<file path="src/rtl/lsu_dtcm_arb.sv">
// lsu_dtcm_arb: shares the single DTCM port between the AGU command channel
// and an external slave-access requester. Issued accesses are tracked in a
// 2-entry in-order FIFO so that each DTCM response returns to its issuer.
// Build option: define LSU_ARB_RR_EN for round-robin arbitration; default is
// fixed priority with AGU first.
module lsu_dtcm_arb #(
  parameter int AW     = 16,
  parameter int DW     = 32,
  parameter int ITAG_W = 2
) (
  input  logic              clk,
  input  logic              rst,
  input  logic              agu_cmd_valid,
  output logic              agu_cmd_ready,
  input  logic [AW-1:0]     agu_cmd_addr,
  input  logic              agu_cmd_read,
  input  logic [DW-1:0]     agu_cmd_wdata,
  input  logic [DW/8-1:0]   agu_cmd_wmask,
  input  logic [ITAG_W-1:0] agu_cmd_itag,
  output logic              agu_rsp_valid,
  input  logic              agu_rsp_ready,
  output logic [DW-1:0]     agu_rsp_rdata,
  output logic [ITAG_W-1:0] agu_rsp_itag,
  input  logic              ext_cmd_valid,
  output logic              ext_cmd_ready,
  input  logic [AW-1:0]     ext_cmd_addr,
  input  logic              ext_cmd_read,
  input  logic [DW-1:0]     ext_cmd_wdata,
  input  logic [DW/8-1:0]   ext_cmd_wmask,
  output logic              ext_rsp_valid,
  input  logic              ext_rsp_ready,
  output logic [DW-1:0]     ext_rsp_rdata,
  output logic              dtcm_cmd_valid,
  input  logic              dtcm_cmd_ready,
  output logic [AW-1:0]     dtcm_cmd_addr,
  output logic              dtcm_cmd_read,
  output logic [DW-1:0]     dtcm_cmd_wdata,
  output logic [DW/8-1:0]   dtcm_cmd_wmask,
  input  logic              dtcm_rsp_valid,
  output logic              dtcm_rsp_ready,
  input  logic [DW-1:0]     dtcm_rsp_rdata
);

  typedef enum logic {SRC_AGU = 1'b0, SRC_EXT = 1'b1} src_e;

  src_e              fifo_src  [2];
  logic [ITAG_W-1:0] fifo_itag [2];
  logic              wr_ptr;
  logic              rd_ptr;
  logic [1:0]        count;
  logic              lock_vld;
  src_e              lock_src;
  src_e              last_src;

  logic              can_issue;
  src_e              sel;
  logic              sel_valid;
  logic              push;
  logic              pop;
  logic              rsp_owned;
  src_e              head_src;

  // Pick the source that owns the DTCM command channel this cycle.
  // A lock is only ever set while a slot is free, and no push happens while
  // locked, so can_issue stays true for the whole locked window.
  always_comb begin
    can_issue = (count != 2'd2);
    if (lock_vld) begin
      sel = lock_src;
    end else if (agu_cmd_valid && ext_cmd_valid) begin
`ifdef LSU_ARB_RR_EN
      sel = (last_src == SRC_AGU) ? SRC_EXT : SRC_AGU;
`else
      sel = SRC_AGU;
`endif
    end else if (agu_cmd_valid) begin
      sel = SRC_AGU;
    end else if (ext_cmd_valid) begin
      sel = SRC_EXT;
    end else begin
      // Idle: park the payload mux on the last granted source.
      sel = last_src;
    end
    sel_valid = (sel == SRC_AGU) ? agu_cmd_valid : ext_cmd_valid;
  end

  // Drive the DTCM command channel from the selected source.
  always_comb begin
    dtcm_cmd_valid = can_issue & sel_valid;
    if (sel == SRC_AGU) begin
      dtcm_cmd_addr  = agu_cmd_addr;
      dtcm_cmd_read  = agu_cmd_read;
      dtcm_cmd_wdata = agu_cmd_wdata;
      dtcm_cmd_wmask = agu_cmd_wmask;
    end else begin
      dtcm_cmd_addr  = ext_cmd_addr;
      dtcm_cmd_read  = ext_cmd_read;
      dtcm_cmd_wdata = ext_cmd_wdata;
      dtcm_cmd_wmask = ext_cmd_wmask;
    end
    agu_cmd_ready = dtcm_cmd_ready & dtcm_cmd_valid & (sel == SRC_AGU);
    ext_cmd_ready = dtcm_cmd_ready & dtcm_cmd_valid & (sel == SRC_EXT);
    push          = dtcm_cmd_valid & dtcm_cmd_ready;
  end

  // Steer the DTCM response to the owner recorded at the FIFO head.
  always_comb begin
    rsp_owned      = (count != 2'd0);
    head_src       = fifo_src[rd_ptr];
    agu_rsp_valid  = dtcm_rsp_valid & rsp_owned & (head_src == SRC_AGU);
    ext_rsp_valid  = dtcm_rsp_valid & rsp_owned & (head_src == SRC_EXT);
    agu_rsp_itag   = fifo_itag[rd_ptr];
    agu_rsp_rdata  = dtcm_rsp_rdata;
    ext_rsp_rdata  = dtcm_rsp_rdata;
    dtcm_rsp_ready = rsp_owned &
                     ((head_src == SRC_AGU) ? agu_rsp_ready : ext_rsp_ready);
    pop            = dtcm_rsp_valid & dtcm_rsp_ready;
  end

  // Tracking FIFO payload; storage needs no reset because count gates it.
  always_ff @(posedge clk) begin
    if (push) begin
      fifo_src[wr_ptr]  <= sel;
      fifo_itag[wr_ptr] <= (sel == SRC_AGU) ? agu_cmd_itag : '0;
    end
  end

  // FIFO pointers/count, grant lock and last-granted source.
  always_ff @(posedge clk or posedge rst) begin
    if (rst) begin
      wr_ptr   <= 1'b0;
      rd_ptr   <= 1'b0;
      count    <= '0;
      lock_vld <= 1'b0;
      lock_src <= SRC_AGU;
      last_src <= SRC_EXT;
    end else begin
      if (push) wr_ptr <= ~wr_ptr;
      if (pop)  rd_ptr <= ~rd_ptr;
      case ({push, pop})
        2'b10:   count <= count + 2'd1;
        2'b01:   count <= count - 2'd1;
        default: count <= count;
      endcase
      if (push) begin
        lock_vld <= 1'b0;
        last_src <= sel;
      end else if (dtcm_cmd_valid) begin
        lock_vld <= 1'b1;
        lock_src <= sel;
      end
    end
  end

endmodule

</file>
<file path="config.mk">
export PLATFORM = sky130hd
export DESIGN_NAME = lsu_dtcm_arb
export DESIGN_NICKNAME = d
export VERILOG_FILES = /design/src/rtl/lsu_dtcm_arb.sv
export SDC_FILE = /design/constraint.sdc
export NUM_CORES = 1
export LEC_CHECK = 0
export ABC_AREA = 0
export CORE_AREA = 2 2 107 109
export DETAILED_ROUTE_END_ITERATION = 8
export DIE_AREA = 0 0 109 111
export PLACE_DENSITY_LB_ADDON = 0.25
export SETUP_SLACK_MARGIN = 0.15
export SLEW_MARGIN = 15
export SYNTH_ARGS = -nofsm -noshare
export SYNTH_HDL_FRONTEND = slang
export SYNTH_SLANG_ARGS = --single-unit
</file>
<file path="constraint.sdc">
create_clock -name clk -period 2.6 [get_ports clk]
set_clock_uncertainty 0.1 [all_clocks]
set_input_delay 0.26 -clock clk [delete_from_list [all_inputs] [get_ports clk]]
set_output_delay 0.26 -clock clk [all_outputs]
set_load 0.01 [all_outputs]
</file>
==> flow_metrics.tcl, run 1 <==
set metrics [dict create \
    clock_sinks 13 \
    p_switching_uw 937.7 \
    setup_viol 0 \
    switching_share_pct 35.52 \
    hold_ws_ps 163.0 \
    vias 1649 \
    grt_overflow_total 0 \
    path_cells "clkdlybuf4s50_1 -> nor2_1 -> o31a_4 -> buf_12 -> mux2_1 -> clkdlybuf4s50_1" \
    regArea_um2 356.6 \
    first_global_vias 1736 \
    antenna_found_initial 0 \
    synthMuxAreaShare_pct 37.85 \
    cts_tree "yes" \
    postCtsHoldBufs 0 \
    clkPwrFrac_pct 10.8 \
    critPathTopFamily "buffers and inverters" \
    die_x_um 109 \
    fin_util_pct 31.19 \
    wl_um 6771 \
    drt-initial-drc-count 12 \
    p_leak_uw 0.001567 \
    slew_headroom_pct 68.33 \
    maxCapViolations 0 \
    yosysSeqAreaShare_pct 19.68 \
    combPwrFrac_pct 74.5 \
    yosys.area_share.simple_pct 4.420 \
    grt_max_degree 41 \
    dr.pass1.iters 3 \
    timing.final.ws_setup_ps 77.30 \
    portBuffers 176 \
    seqPwrFrac_pct 14.7 \
    ir_drop_v 0.0004271 \
    worstPathRequired_ps 2240 \
    fin_crit_ps 2523 \
    netlist_area_um2 1812 \
    critPathKind "in2out" \
    postRouteAntennaNets 0 \
    arrival_ps 2160 \
    synth_top_family_by_area "multiplexers" \
    critical_path.slowest_cell "clkdlybuf4s50_1" \
    slew_violations 0 \
    io_pins 273 \
    outcome "completed" \
    coreArea_um2 11080 \
    ys_types 25 \
    cts.reportedPaths.clkPinSlew_ps 50 \
    synth_compound_area_share_pct 4.489 \
    drcViolationCount 0 \
    final_cell_mix "clkdlybuf4s50_1 (132), mux2_2 (29), dlymetal6s2s_1 (29)" \
    worstRegToRegCells 7 \
    cts_root_buf "clkbuf_16" \
    critPathCaptureType "primary output" \
    worstMarginPinSlew_ps 463.1 \
    fillerInstances 1153 \
    cts_made_buffers 3 \
    min_period_over_period_pct 97.03 \
    synth_warnings 0 \
    rsz0062_at_grt "yes" \
    crit_path_start_kind "primary input" \
    h-tree-depth 1 \
    drive_above_1_share_pct 14.86 \
    p_per_area_nw_per_um2 764.1 \
    cp_common_cell "clkdlybuf4s50_1" \
    clock_latency_ps 240 \
    grt_use_total_pct 9.923 \
    grt_pass1_wl_um 9384 \
    syn_to_final_growth_pct 90.68 \
    dieArea_um2 12100 \
    avgSynthCellArea_um2 10.12 \
    dieHeight_um 111 \
    hold_viol_final 0 \
    p_int_uw 1702 \
    multi_input_area_um2 912.1 \
    rows 39 \
    slowest_delay_ps 500 \
    synthCells 179 \
    crit_buf_inv 3 \
    reg2reg_slack_ps 530 \
    place.gp.congestion 0.7643 \
    reg2reg_to "count[1]$_DFFE_PP0P_" \
    dp_hpwl_um 5506 \
    final_common_cell "clkdlybuf4s50_1" \
    ys_seq_elements 13 \
    synth-xor-area-share_pct 2.417 \
    syn_nets 328 \
    clockBufferDepth 2 \
    hold_path_class "in2async" \
    viasPerCell 3.756 \
    initial_core_util_pct 16.36 \
    r2r-start "count[1]$_DFFE_PP0P_" \
    diodes 0 \
    clock.fmax_mhz 396.4 \
    layout.nets 446 \
    pre_cts_ws_ps 18.07 \
    synth_fa_ha_area_share_pct 0.6906 \
    crit_fanout 20 \
    wl_per_cell_um 15.42 \
]
[kinds of logic (layout without fill, tap and decap cells)]
family                   count (synthesis)  in the layout
adder cells (fa/ha/maj)                  1              1
multiplexers                            61             61
flip-flops                              13             13
AND/OR/NAND/NOR                         16             16
buffers and inverters                   75            192
XOR/XNOR                                 5              5
AO/OA/AOI/OAI                            8              8
[sequential cells by signal, summed over array words and instances, names as in the netlist]
| name | cells |
|---|---|
| count | 2 |
| fifo_itag | 4 |
| fifo_src | 2 |
| last_src | 1 |
| lock_src | 1 |
| lock_vld | 1 |
| rd_ptr | 1 |
| wr_ptr | 1 |
[layer usage]
layer,wire [µm],vias up,GRT usage [%]
li1,-,785,-
met1,2258,748,10.02
met2,3880,110,19.50
met3,584,6,3.175
met4,48,0,1.624
met5,0,-,0
[through the flow]
stage	setup TNS [ps]	power [µW]	cells	cell area, µm²
detailed placement	0	2369	432	3267
global route	-3.710	2825	439	3455
global placement	0	2367	432	3267
CTS	0	2624	436	3331
finish	0	2640	439	3455
floorplan	0	1505	179	1812
[area by class of cell]
class                      instances  share of cell area, %
timing repair buffer             184                  55.38
multi-input combinational         91                  26.40
sequential                        13                  10.32
tap                              143                  5.179
clock buffer                       4                  2.282
inverter                           4                 0.4346
[synth_stat cells]
| master | number | area (µm²) |
|---|---|---|
| buf_4 | 65 | 488.0 |
| mux2_2 | 29 | 326.6 |
| mux2_1 | 27 | 304.0 |
| nor2_1 | 7 | 26.28 |
| dfrtp_1 | 6 | 150.1 |
| edfxtp_1 | 6 | 180.2 |
| and2_1 | 5 | 31.28 |
| inv_1 | 4 | 15.01 |
| mux2i_1 | 4 | 40.04 |
| buf_2 | 3 | 15.01 |
| buf_6 | 3 | 33.78 |
| nor2b_1 | 3 | 18.77 |
| xor2_1 | 3 | 26.28 |
| o211ai_1 | 2 | 15.01 |
| xnor2_1 | 2 | 17.52 |
| a2111oi_0 | 1 | 8.760 |
| a2111oi_4 | 1 | 27.53 |
| a211oi_1 | 1 | 7.510 |
| a2bb2oi_1 | 1 | 8.760 |
| dfstp_2 | 1 | 26.28 |
| ha_1 | 1 | 12.51 |
| mux2_4 | 1 | 15.01 |
| nand2_1 | 1 | 3.750 |
| o21ai_0 | 1 | 5.000 |
| o31a_1 | 1 | 8.760 |
[power groups by stage]
stage / clock [µW] / combinational [µW] / sequential, µW
after global routing: 298 / 2130 / 400
after floorplan: 0 / 1150 / 359
after CTS: 293 / 1940 / 388
final: 285 / 1970 / 389
after detailed placement: 0 / 1980 / 388
after global placement: 0 / 1980 / 388
[worst max-delay path by stage]
| stage | from | endpoint | slack (ps) | cells after the start |
|---|---|---|---|---|
| floorplan | lock_src$_DFFE_PP0P_ | count[1]$_DFFE_PP0P_ | 730 | 6 |
| global placement | ext_cmd_valid | dtcm_cmd_wdata[13] | 30 | 6 |
| detailed placement | ext_cmd_valid | dtcm_cmd_wdata[20] | 20 | 6 |
| CTS | ext_cmd_valid | dtcm_cmd_addr[4] | 20 | 6 |
| global route | agu_cmd_valid | agu_cmd_ready | -4 | 5 |
| finish | ext_cmd_valid | dtcm_cmd_wdata[25] | 80 | 6 |
[what timing repair did]
| item | 4_1_cts | 5_1_grt |
|---|---|---|
| resized for setup | 16 | 30 |
| pin swaps | 1 | 0 |
| endpoints found under the setup margin | 53 | 40 |
| hold endpoints to repair | 0 | 0 |
| gates cloned | 0 | 2 |
| buffers inserted | 0 | 1 |
No activity file was read; power rests on OpenSTA's default activity.
==> run 2, diff against run 1 <==
- SLEW_MARGIN: 15 -> 10
==> results of run 2 <==
No change in the layout: final DEF, timing and power equal those of run 1.
